`src/rtl/mux8_arb_pkg.sv`:
```
// rtl/mux8_arb_pkg.sv - shared constants and types for the 8-way round-robin mux arbiter
package mux8_arb_pkg;
  localparam int N_REQ = 8;
  localparam int SEL_W = 3;

  typedef enum logic {IDLE, FULL} arb_state_t;
  typedef logic [SEL_W-1:0] sel_t;
endpackage

```
`src/rtl/rr_pick8.sv`:
```
// rtl/rr_pick8.sv - combinational 8-way round-robin picker (rotate, priority encode, un-rotate)
module rr_pick8
  import mux8_arb_pkg::*;
(
  input  logic [N_REQ-1:0] req,
  input  sel_t             last,
  output logic [N_REQ-1:0] gnt_onehot,
  output sel_t             gnt_idx,
  output logic             any
);

  sel_t             base;
  sel_t             off;
  logic             found;
  logic [N_REQ-1:0] rot;

  // rot[0] is the requester just after the previous winner; sel_t arithmetic wraps 7->0
  always_comb begin
    base = last + sel_t'(1);
    rot  = '0;
    for (int j = 0; j < N_REQ; j++) begin
      rot[j] = req[base + sel_t'(j)];
    end
    off   = '0;
    found = 1'b0;
    for (int j = 0; j < N_REQ; j++) begin
      if (!found && rot[j]) begin
        off   = sel_t'(j);
        found = 1'b1;
      end
    end
    any        = |req;
    gnt_idx    = base + off;
    gnt_onehot = any ? (N_REQ'(1) << gnt_idx) : '0;
  end

endmodule

```
`src/rtl/mux8_rr_arbiter.sv`:
```
// rtl/mux8_rr_arbiter.sv - round-robin arbiter feeding a registered 8:1 beat mux
// Optional burst locking via MUX8_ARB_LOCK_EN (adds in_last).
module mux8_rr_arbiter
  import mux8_arb_pkg::*;
#(
  parameter int DATA_W = 1
) (
  input  logic                    clk,
  input  logic                    rst,
  input  logic [N_REQ-1:0]        in_valid,
  input  logic [N_REQ*DATA_W-1:0] in_data,
  output logic [N_REQ-1:0]        in_ready,
`ifdef MUX8_ARB_LOCK_EN
  input  logic [N_REQ-1:0]        in_last,
`endif
  output logic                    out_valid,
  output logic [DATA_W-1:0]       out_data,
  output logic [SEL_W-1:0]        out_sel,
  input  logic                    out_ready
);

  arb_state_t       state_q, state_d;
  sel_t             last_q;
  logic [N_REQ-1:0] req_eff;
  logic [N_REQ-1:0] gnt_onehot;
  sel_t             gnt_idx;
  logic             any;
  logic             load;
  logic             xfer;
  logic [DATA_W-1:0] sel_data;

`ifdef MUX8_ARB_LOCK_EN
  logic lock_q;
  sel_t lock_idx_q;

  // while a burst is open only its owner is visible to the picker
  assign req_eff = lock_q ? (in_valid & (N_REQ'(1) << lock_idx_q)) : in_valid;
`else
  assign req_eff = in_valid;
`endif

  rr_pick8 u_pick (
    .req        (req_eff),
    .last       (last_q),
    .gnt_onehot (gnt_onehot),
    .gnt_idx    (gnt_idx),
    .any        (any)
  );

  assign out_valid = (state_q == FULL);
  assign load      = (state_q == IDLE) | (out_ready & out_valid);
  assign xfer      = load & any & ~rst;
  assign in_ready  = gnt_onehot & {N_REQ{xfer}};
  assign sel_data  = in_data[gnt_idx*DATA_W +: DATA_W];

  always_comb begin
    state_d = state_q;
    case (state_q)
      IDLE:    if (xfer) state_d = FULL;
      FULL:    if (out_ready) state_d = xfer ? FULL : IDLE;
      default: state_d = IDLE;
    endcase
  end

  always_ff @(posedge clk) begin
    if (rst) begin
      state_q  <= IDLE;
      out_data <= '0;
      out_sel  <= '0;
      last_q   <= sel_t'(N_REQ - 1);
`ifdef MUX8_ARB_LOCK_EN
      lock_q     <= 1'b0;
      lock_idx_q <= '0;
`endif
    end else begin
      state_q <= state_d;
      if (xfer) begin
        out_data <= sel_data;
        out_sel  <= gnt_idx;
`ifdef MUX8_ARB_LOCK_EN
        // pointer only advances once the burst closes
        if (in_last[gnt_idx]) begin
          last_q <= gnt_idx;
          lock_q <= 1'b0;
        end else begin
          lock_q     <= 1'b1;
          lock_idx_q <= gnt_idx;
        end
`else
        last_q <= gnt_idx;
`endif
      end
    end
  end

endmodule
```
`config.mk`:
```
export PLATFORM = sky130hd
export DESIGN_NAME = mux8_rr_arbiter
export DESIGN_NICKNAME = d
export VERILOG_FILES = /design/src/rtl/mux8_arb_pkg.sv /design/src/rtl/rr_pick8.sv /design/src/rtl/mux8_rr_arbiter.sv
export SDC_FILE = /design/constraint.sdc
export NUM_CORES = 1
export LEC_CHECK = 0
export ABC_AREA = 1
export BUFFER_PORTS_ARGS = -buffer_cell sky130_fd_sc_hd__clkbuf_2
export CAP_MARGIN = 20
export CORE_UTILIZATION = 40
export DETAILED_ROUTE_END_ITERATION = 8
export HOLD_SLACK_MARGIN = 0.02
export PLACE_DENSITY = 0.66
export SYNTH_ARGS = -nofsm -noshare
export SYNTH_HDL_FRONTEND = slang
export SYNTH_SLANG_ARGS = --single-unit
```
`constraint.sdc`:
```
create_clock -name clk -period 6.4 [get_ports clk]
set_input_delay 1.92 -clock clk [delete_from_list [all_inputs] [get_ports clk]]
set_output_delay 1.92 -clock clk [all_outputs]
set_load 0.01 [all_outputs]
```
==> summary.txt, run 1 <==
Clock network
  • CTS Root Cell: clkbuf_4
  • Maximum clock path buffer count: 2
  • Htree depth: 1
  • Clock latency on the worst-skew pair: 0.26 ns
  • CTS tree: yes
  • Hold Buf Count CTS: 0
  • Clock transition at path regs: 0.06 ns
  • Sink Count: 8
  • TritonCTS Buffers: 3

Layout
  • Layout cells sized above 1: 0.423
  • Area Overhead vs Synth: 31.3%
  • Final #Nets: 292
  • Final instance area: 1670 sq um
  • Layout fillers: 313
  • Antenna diodes: 0

Job
  • Max Cap Viol: 0

Setup path
  • Crit. Startpoint: in_valid[4]
  • Worst endpoint required time: 4.48 ns
  • Critical R2R Capture: out_data$_SDFFE_PP0P_
  • Crit path capture: in_ready[0]
  • CP Max Fanout: 4
  • Crit. End Element: output pin
  • Crit path DAT: 4.39 ns
  • Register-to-Register Setup Slack: 2.66 ns
  • Worst Setup Start Kind: input port
  • Critical path type: input port to output pin
  • Reg2reg start: last_q[0]$_SDFFE_PP1P_
  • Reg2reg path depth: 23

Power
  • Tot Pwr: 918 uW
  • Leakage Power: 0.000928 uW
  • Worst VDD drop: 0.404 mV
  • PwrDens: 551 nW/um^2

Logic synthesis
  • Most frequent cell after synthesis: nand2_1
  • Post-synth top area share: 0.334
  • Ys async rst share: 0
  • Synth Warn #: 0
  • Post-synth EDFFs: 0
  • Syn Area/Cell: 5.52 sq um
  • Sequential fraction of the synthesis area: 0.126
  • Area contributors post-synth: nand2_1 33%, dfxtp_1 13%, nand2_2 9.4%
  • Synth Register Bits: 8
  • Cell Area, Synth: 1270 sq um
  • Yosys cell types: 29
  • Syn_nets: 253
  • Synth cell count leaders: 113 x nand2_1, 23 x inv_1, 19 x nand2_2, 19 x nand3_1, 12 x nor2_1
  • Area leader, netlist: nand2_1
  • Most common flop cell mapped by yosys: dfxtp_1
  • Post-Synthesis Cells: 230

GRT
  • Initial antenna violation count: 0
  • First-pass GRT wire length: 5.29 mm
  • Vias in the first global route: 1288
  • GRT Residual Overflow: 0
  • Largest net degree at the start of global routing: 18
  • Gr usage total: 0.196

Timing
  • Final TNS setup: 0 ns
  • Tmin final: 6.31 ns
  • WHS: 0.451 ns
  • F_max: 0.159 GHz
  • Worst clock skew: 0.00663 ns
  • Final setup viols: 0
  • Final Max Tran Viols: 0
  • Slew at the pin closest to its max-slew limit: 0.646 ns
  • Final Worst Setup Slack: 0.0950 ns
  • Final period utilization: 0.985
  • Slew margin rel.: 0.568
  • Final Hold Viols: 0
  • Unrepaired setup endpoints after global routing: true

Place
  • Dpl hpwl: 2.54 mm
  • IO buf count: 31
  • GPL Wtd Cong: 0.814
  • Cell Area, Placed: 1470 sq um
  • Setup WS pre-CTS: -0.0535 ns

Floorplan
  • Num rows: 20
  • DIE AREA: 3400 sq um
  • Initial Util: 0.419
  • Core footprint: 3030 sq um
  • Die H: 58.3 microns
  • Ports: 32
  • Die W: 58.3 microns

Route
  • WL per Instance: 10.6 microns
  • 1st-iter DRT viols: 89
  • Total number of vias: 1492
  • Routed Wire Length: 3.30 mm
  • DRC errors left: 0
  • DR pass1 iterations: 4
  • DR vias/cell: 4.80
  • ANT nets after route: 0

Run status
  • Outcome: complete, no violations

Worst hold path
  • Worst hold path class: flop to flop
-- cells by family after synthesis --
kind of cell | after synthesis | synth area share
AOI/OAI and AO/OA | 15 | 0.0858
xor gates and xnor gates | 1 | 0.00690
adders and majority gates | 4 | 0.0454
buffers and inverters | 30 | 0.120
DFF | 8 | 0.126
and+or+nand+nor | 172 | 0.615
-- metal layers --
metal,up-vias,share of wire,track usage
li1,797,-,-
met5,-,0,0
met4,0,0.0082,0.0510
met1,663,0.46,0.260
met3,3,0.027,0.0154
met2,29,0.50,0.343
-- worst min-delay path by stage --
stage                       startpoint                       to  slack, ns  cells after the start
2_1_floorplan   last_q[1]$_SDFFE_PP1P_   last_q[1]$_SDFFE_PP1P_       0.46                      2
3_3_place_gp   out_sel[0]$_SDFFE_PP0P_  out_sel[0]$_SDFFE_PP0P_       0.43                      2
3_5_place_dp   out_sel[0]$_SDFFE_PP0P_  out_sel[0]$_SDFFE_PP0P_       0.44                      2
4_1_cts        out_sel[0]$_SDFFE_PP0P_  out_sel[0]$_SDFFE_PP0P_       0.45                      2
5_1_grt        out_sel[0]$_SDFFE_PP0P_  out_sel[0]$_SDFFE_PP0P_       0.48                      2
6_report       out_sel[0]$_SDFFE_PP0P_  out_sel[0]$_SDFFE_PP0P_       0.45                      2
-- critical path, cell delays in order --
cell,delay (ns)
buf_6,0.10
inv_4,0.04
nand2_2,0.05
nand2_2,0.10
nand2_2,0.06
nand2_2,0.07
nand2_2,0.05
nand2_2,0.07
nand2_2,0.07
nor2_4,0.16
nand2_2,0.08
o221ai_2,0.17
ha_2,0.21
inv_2,0.04
fa_2,0.39
xor2_2,0.16
inv_1,0.07
nand3_2,0.12
nand2_2,0.13
nand2_4,0.06
nor2_1,0.11
buf_2,0.13
-- power breakdown --
part | internal, uW | total [uW] | switching, uW | leakage (uW)
combinational | 296 | 800 | 504 | 0.000848
sequential | 66.6 | 78.3 | 11.7 | 0.0000665
clock | 21.5 | 39.7 | 18.1 | 0.0000138
-- through the flow --
step | std cells | utilization
floorplan | 230 | -
global placement | 307 | 0.487
detailed placement | 307 | 0.487
CTS | 310 | 0.498
global route | 311 | 0.550
finish | 311 | 0.550
-- what timing repair did --
| action | in CTS | in global routing |
|---|---|---|
| hold endpoints to repair | 0 | 0 |
| resized for setup | 2 | 74 |
| setup endpoints to repair | 4 | 8 |
| pin swaps | 1 | 16 |
| cloned | 0 | 0 |
| setup buffers | 0 | 1 |
-- placed cells by master, fill, tap and decap left out, drive strengths merged, types with 2 or more instances in the layout --
cell type	Yosys	routed
a21oi	4	4
dfxtp	8	8
nand3	22	22
buf	4	19
a31oi	2	2
inv	26	26
nor2	13	13
ha	3	3
clkbuf	0	22
o21ai	2	2
nor4	2	2
nand2	134	134
a221oi	2	2
-- flip-flops by register name, indices dropped and copies added, names as in the netlist --
signal,cells
last_q,3
out_sel,3
out_data,1
out_valid,1
-- area by class of cell --
type / count / area (sq um) / area share
clock buffer: 3 / 22.5 / 0.0135
inverter: 26 / 110 / 0.0661
multi-input combinational: 192 / 1060 / 0.636
sequential: 8 / 160 / 0.0962
tap: 44 / 55.1 / 0.0331
timing repair buffer: 38 / 258 / 0.155
Power figures use the tool's default switching activity.
==> run 2: changes to the inputs <==
ABC_AREA = default   (was 1)
REMOVE_ABC_BUFFERS = 1   (was default)
==> run 2 against run 1 <==
Against the previous run: the flow now finishes with violations (negative setup slack); maximum frequency is 9.2% lower; final cell count fell by 24%; design area is 14% higher; utilization grew 6.8 points; critical path depth is 7 lower; worst setup slack worse by 0.64 ns; clock skew increased by 0.0013 ns; first-iteration DRC count shrank 43%; synthesized cell count is 43% lower.
==> summary.txt, run 2 <==
Place
  • IO buf count: 31
  • GPL Wtd Cong: 0.870
  • Cell Area, Placed: 1660 sq um
  • Dpl hpwl: 2.55 mm
  • Setup WS pre-CTS: -0.740 ns

Setup path
  • Register-to-Register Setup Slack: 1.77 ns
  • Worst path max stage delay: 0.49 ns
  • CP most frequent cell: xnor2_4
  • Worst Setup Start Kind: input port
  • Critical path type: input port to output pin
  • Worst path slowest cell: mux4_2
  • Worst endpoint required time: 4.48 ns
  • CP Max Fanout: 5
  • Crit. End Element: output pin
  • Critical Path, Cell by Cell: buf_8 -> mux4_2 -> mux2_4 -> nor2b_4 -> o41ai_4 -> nand2b_4 -> o221ai_2 -> o21a_1 -> ha_2 -> inv_2 -> fa_2 -> xnor2_4 -> xnor2_4 -> nor4b_4 -> buf_2
  • Crit path DAT: 5.03 ns

GRT
  • First-pass GRT wire length: 5.97 mm
  • GRT Residual Overflow: 0
  • Largest net degree at the start of global routing: 21
  • Vias in the first global route: 1301
  • Initial antenna violation count: 0
  • Gr usage total: 0.224

Logic synthesis
  • Synth cell count leaders: 10 x a21oi_1, 8 x dfxtp_1, 8 x nand2_1, 6 x mux2i_1, 6 x nand3_1
  • Compound-Gate Fraction of Synth Area: 0.163
  • Sequential fraction of the synthesis area: 0.122
  • Ys async rst share: 0
  • Syn Area/Cell: 10.0 sq um
  • Most common flop cell mapped by yosys: dfxtp_1
  • Synth Register Bits: 8
  • Synth Area in XOR/XNOR: 0.0774
  • Post-Synthesis Cells: 131
  • Yosys cell types: 52
  • Synth Area in Adders: 0.0439
  • Area leader, netlist: dfxtp_1
  • Most frequent cell after synthesis: a21oi_1
  • Area contributors post-synth: dfxtp_1 12%, mux4_1 10%, mux4_2 6.9%
  • Post-Synth Simple-Gate Area: 0.308
  • Synth Warn #: 0
  • Cell Area, Synth: 1310 sq um
  • Post-synth EDFFs: 0
  • Largest family of logic cells by synthesized area: simple AND/OR/NAND/NOR gates
  • Mux share of post-synthesis cell area: 0.232
  • Post-synth top area share: 0.122

Timing
  • Tmin final: 6.95 ns
  • Final setup viols: 8
  • Unrepaired setup endpoints after global routing: true
  • Final Worst Setup Slack: -0.547 ns
  • Final Hold Viols: 0
  • Worst clock skew: 0.00796 ns
  • Final Max Tran Viols: 0
  • F_max: 0.144 GHz
  • Slew at the pin closest to its max-slew limit: 0.597 ns
  • Slew margin rel.: 0.600
  • Final period utilization: 1.09
  • Final TNS setup: -3.98 ns

Layout
  • Most frequent cells in the layout: 33 x buf_4, 19 x clkbuf_2, 8 x a21oi_1, 8 x nand2_1, 8 x dfxtp_1
  • Layout fillers: 245
  • Final instance area: 1900 sq um
  • Area Overhead vs Synth: 45.2%
  • Final #Nets: 216
  • Largest regs: last_q: 3 flops, out_sel: 3 flops
  • Layout cells sized above 1: 0.555
  • Commonest non-fill, non-tap cell in the layout: buf_4
  • Antenna diodes: 0

Clock network
  • CTS Root Cell: clkbuf_4
  • TritonCTS Buffers: 3
  • Maximum clock path buffer count: 2
  • Clock latency on the worst-skew pair: 0.26 ns
  • Htree depth: 1
  • Sink Count: 8
  • CTS tree: yes
  • Clock transition at path regs: 0.05 ns

Route
  • Routed Wire Length: 3.68 mm
  • DR pass1 iterations: 4
  • ANT nets after route: 0
  • Total number of vias: 1389
  • WL per Instance: 15.7 microns
  • DR vias/cell: 5.91
  • DRC errors left: 0
  • 1st-iter DRT viols: 51

Floorplan
  • Ports: 32
  • Num rows: 20
  • Die H: 59.2 microns
  • Core footprint: 3080 sq um
  • Die W: 59.2 microns
  • DIE AREA: 3510 sq um
  • Initial Util: 0.426

Worst hold path
  • Worst hold path class: flop to flop

Run status
  • Failing checks: negative setup slack
  • Outcome: finished with violations

Job
  • Max Cap Viol: 0
-- run 2: timing repair --
action,4_1_cts,5_1_grt
hold buffers,0,0
setup buffers,4,2
resized for setup,10,40
pin swaps,8,6
endpoints found under the setup margin,8,8
cloned,1,0
-- run 2: cells by family after synthesis --
family                     Yosys count
DFF                                  8
xor gates and xnor gates             7
adders and majority gates            4
and+or+nand+nor                     54
AOI/OAI and AO/OA                   30
buffers and inverters               11
muxes                               17
-- run 2: cell type report --
| cell class | count | area (sq um) | share of cell area |
|---|---|---|---|
| clock buffer | 3 | 22.5 | 0.0118 |
| inverter | 3 | 11.3 | 0.00592 |
| multi-input combinational | 113 | 1200 | 0.632 |
| sequential | 8 | 160 | 0.0842 |
| tap | 44 | 55.1 | 0.0289 |
| timing repair buffer | 64 | 450 | 0.237 |
-- run 2: worst paths after layout --
check	endpoint	depth (start not counted)	start
max	in_ready[2]	15	in_valid[7]
min	out_sel[0]$_SDFFE_PP0P_	2	out_sel[0]$_SDFFE_PP0P_
max reg2reg	out_data$_SDFFE_PP0P_	18	last_q[0]$_SDFFE_PP1P_
min reg2reg	out_sel[0]$_SDFFE_PP0P_	2	out_sel[0]$_SDFFE_PP0P_
-- run 2: metal layers --
layer	GRT usage	vias to the layer above	wire length, microns
met2	0.374	59	1840
met1	0.286	657	1550
met4	0.0816	0	139
met3	0.0437	19	147
li1	-	654	-
met5	0	-	0
-- run 2: critical path: cells and delay by family --
kind / cells / cell delay, ns
xor gates and xnor gates: 2 / 0.47
AOI/OAI and AO/OA: 3 / 0.40
and+or+nand+nor: 3 / 0.53
buffers and inverters: 3 / 0.31
adders and majority gates: 2 / 0.61
muxes: 2 / 0.80
-- run 2: through the flow --
| stage | hold WS (ns) | utilization | instances |
|---|---|---|---|
| after floorplan | 0.474 | - | 123 |
| after global placement | 0.448 | 0.541 | 225 |
| after detailed placement | 0.450 | 0.541 | 225 |
| after CTS | 0.457 | 0.571 | 233 |
| after global routing | 0.476 | 0.618 | 235 |
| final | 0.455 | 0.618 | 235 |
Power of run 2 is not shown: default switching activity piles up to over one toggle a cycle in this logic, so the estimate is an artifact.
==> run 3: changes to the inputs <==
clock period = 8.5 ns   (was 6.4 ns; I/O delays follow)
==> run 3 against run 2 <==
Against the previous run: worst setup slack gained 0.73 ns; die area is the same; non-clock buffer count shrank 31; sequential share of layout area grew 2.0 points; design area shrank 19%; the run now ends clean; clock skew shrank 0.0037 ns; critical path type unchanged; worst hold slack gained 0.011 ns.
==> summary.txt, run 3 (synthesized netlist as in run 2, its figures left out) <==
Run status
  • Outcome: complete, no violations

Clock network
  • TritonCTS Buffers: 3
  • CTS tree: yes
  • CTS Root Cell: clkbuf_4
  • Maximum clock path buffer count: 2
  • Htree depth: 1
  • Sink Count: 8
  • Clock transition at path regs: 0.05 ns
  • # Post-CTS Setup Buffers: 0
  • Clock latency on the worst-skew pair: 0.25 ns

Place
  • Dpl hpwl: 2.36 mm
  • Cell Area, Placed: 1480 sq um
  • IO buf count: 31
  • Placed cells: 200
  • Setup WS pre-CTS: -0.0292 ns
  • GPL Wtd Cong: 0.833

GRT
  • Initial antenna violation count: 0
  • First-pass GRT wire length: 4.82 mm
  • GRT Residual Overflow: 0
  • Vias in the first global route: 1042
  • Gr usage total: 0.178
  • Largest net degree at the start of global routing: 24

Setup path
  • Critical path buffers and inverters: 3
  • Worst endpoint required time: 5.95 ns
  • Worst path slowest cell: mux4_1
  • Critical Path, Cell by Cell: clkbuf_2 -> mux4_1 -> mux2_2 -> nor2b_2 -> o41ai_2 -> nand2b_1 -> o221ai_1 -> o21a_1 -> ha_1 -> inv_1 -> fa_2 -> xnor2_4 -> xnor2_2 -> nor4b_2 -> clkbuf_2
  • CP most frequent cell: clkbuf_2
  • CP Max Fanout: 9
  • Crit path max-delay family: multiplexers
  • Critical path type: input port to output pin
  • Crit. End Element: output pin
  • Worst Setup Start Kind: input port
  • Worst path max stage delay: 0.56 ns
  • Crit path DAT: 5.77 ns

Floorplan
  • Die H: 59.2 microns
  • Ports: 32
  • DIE AREA: 3510 sq um
  • Core footprint: 3080 sq um
  • Num rows: 20
  • Initial Util: 0.426
  • Die W: 59.2 microns

Layout
  • Antenna diodes: 0
  • Commonest non-fill, non-tap cell in the layout: clkbuf_2
  • Most frequent cells in the layout: 31 x clkbuf_2, 10 x a21oi_1, 8 x nand2_1, 8 x dfxtp_1
  • Layout cells sized above 1: 0.381
  • Largest regs: last_q: 3 flops, out_sel: 3 flops
  • Area Overhead vs Synth: 17.3%
  • Finished Layout Cells: 204
  • Final instance area: 1540 sq um
  • Final #Nets: 185

Timing
  • Final setup viols: 0
  • Final Max Tran Viols: 0
  • Unrepaired setup endpoints after global routing: false
  • Worst clock skew: 0.00424 ns
  • Final period utilization: 0.979
  • Final Worst Setup Slack: 0.183 ns
  • Final Hold Viols: 0
  • Slew margin rel.: 0.457
  • Tmin final: 8.32 ns
  • F_max: 0.120 GHz
  • Slew at the pin closest to its max-slew limit: 0.814 ns

Route
  • ANT nets after route: 0
  • DRC errors left: 0
  • Routed Wire Length: 3.03 mm
  • DR pass1 iterations: 5
  • DR vias/cell: 5.84
  • Total number of vias: 1191
  • 1st-iter DRT viols: 38
  • WL per Instance: 14.9 microns

Job
  • Max Cap Viol: 0

Worst hold path
  • Worst hold path class: flop to flop
[run 3: changes by cell type in the layout (fill, tap and decap cells not counted), moves of 3 or more]
cell      before  now
clkbuf_2      19   31
mux4_2         7    4
buf_6          6    0
mux4_1         2    5
buf_4         33    2
buf_2          5    0
[run 3: worst paths after layout]
| kind | startpoint | to | slack (ns) | cells past startpoint |
|---|---|---|---|---|
| max | in_valid[4] | in_ready[7] | 0.18 | 15 |
| min | out_sel[0]$_SDFFE_PP0P_ | out_sel[0]$_SDFFE_PP0P_ | 0.47 | 2 |
| max reg2reg | last_q[0]$_SDFFE_PP1P_ | out_data$_SDFFE_PP0P_ | 3.63 | 16 |
| min reg2reg | out_sel[0]$_SDFFE_PP0P_ | out_sel[0]$_SDFFE_PP0P_ | 0.47 | 2 |
[run 3: layout make-up]
class	instances	area, sq um
Fill cell	298	1540
Multi-Input combinational cell	113	1120
Timing Repair Buffer	33	170
Sequential cell	8	160
Tap cell	44	55.1
Clock buffer	3	22.5
Inverter	3	11.3
[run 3: worst reg2reg max path: stages, from the launching register on]
cell      delay [ns]
dfxtp_1         0.32
inv_1           0.13
ha_1            0.86
mux4_1          0.68
mux2_2          0.30
nor2b_2         0.14
o41ai_2         0.08
nand2b_1        0.17
o221ai_1        0.18
o21a_1          0.15
ha_1            0.15
inv_1           0.05
fa_2            0.65
mux4_2          0.36
nand3_1         0.12
mux2i_1         0.09
a311o_1         0.32
[run 3: metrics by stage]
stage | setup TNS (ns) | utilization | hold WS (ns)
after floorplan | 0 | - | 0.474
after global placement | 0 | 0.480 | 0.447
after detailed placement | -0.0292 | 0.480 | 0.457
after CTS | 0 | 0.489 | 0.463
after global routing | 0 | 0.499 | 0.486
final | 0 | 0.499 | 0.466
[run 3: per-layer routing]
layer	track usage	routed length, microns	vias up
met3	0.0262	146	2
met2	0.299	1480	36
li1	-	-	590
met4	0.0102	4	0
met5	0	0	-
met1	0.253	1400	563
[run 3: what timing repair did]
| action | CTS | global route |
|---|---|---|
| cloned | 0 | 1 |
| pin swaps | 0 | 2 |
| hold buffers | 0 | 0 |
| gates resized for setup | 1 | 2 |
| setup endpoints to repair | 3 | 8 |
Power of run 3 is left out for the same reason.
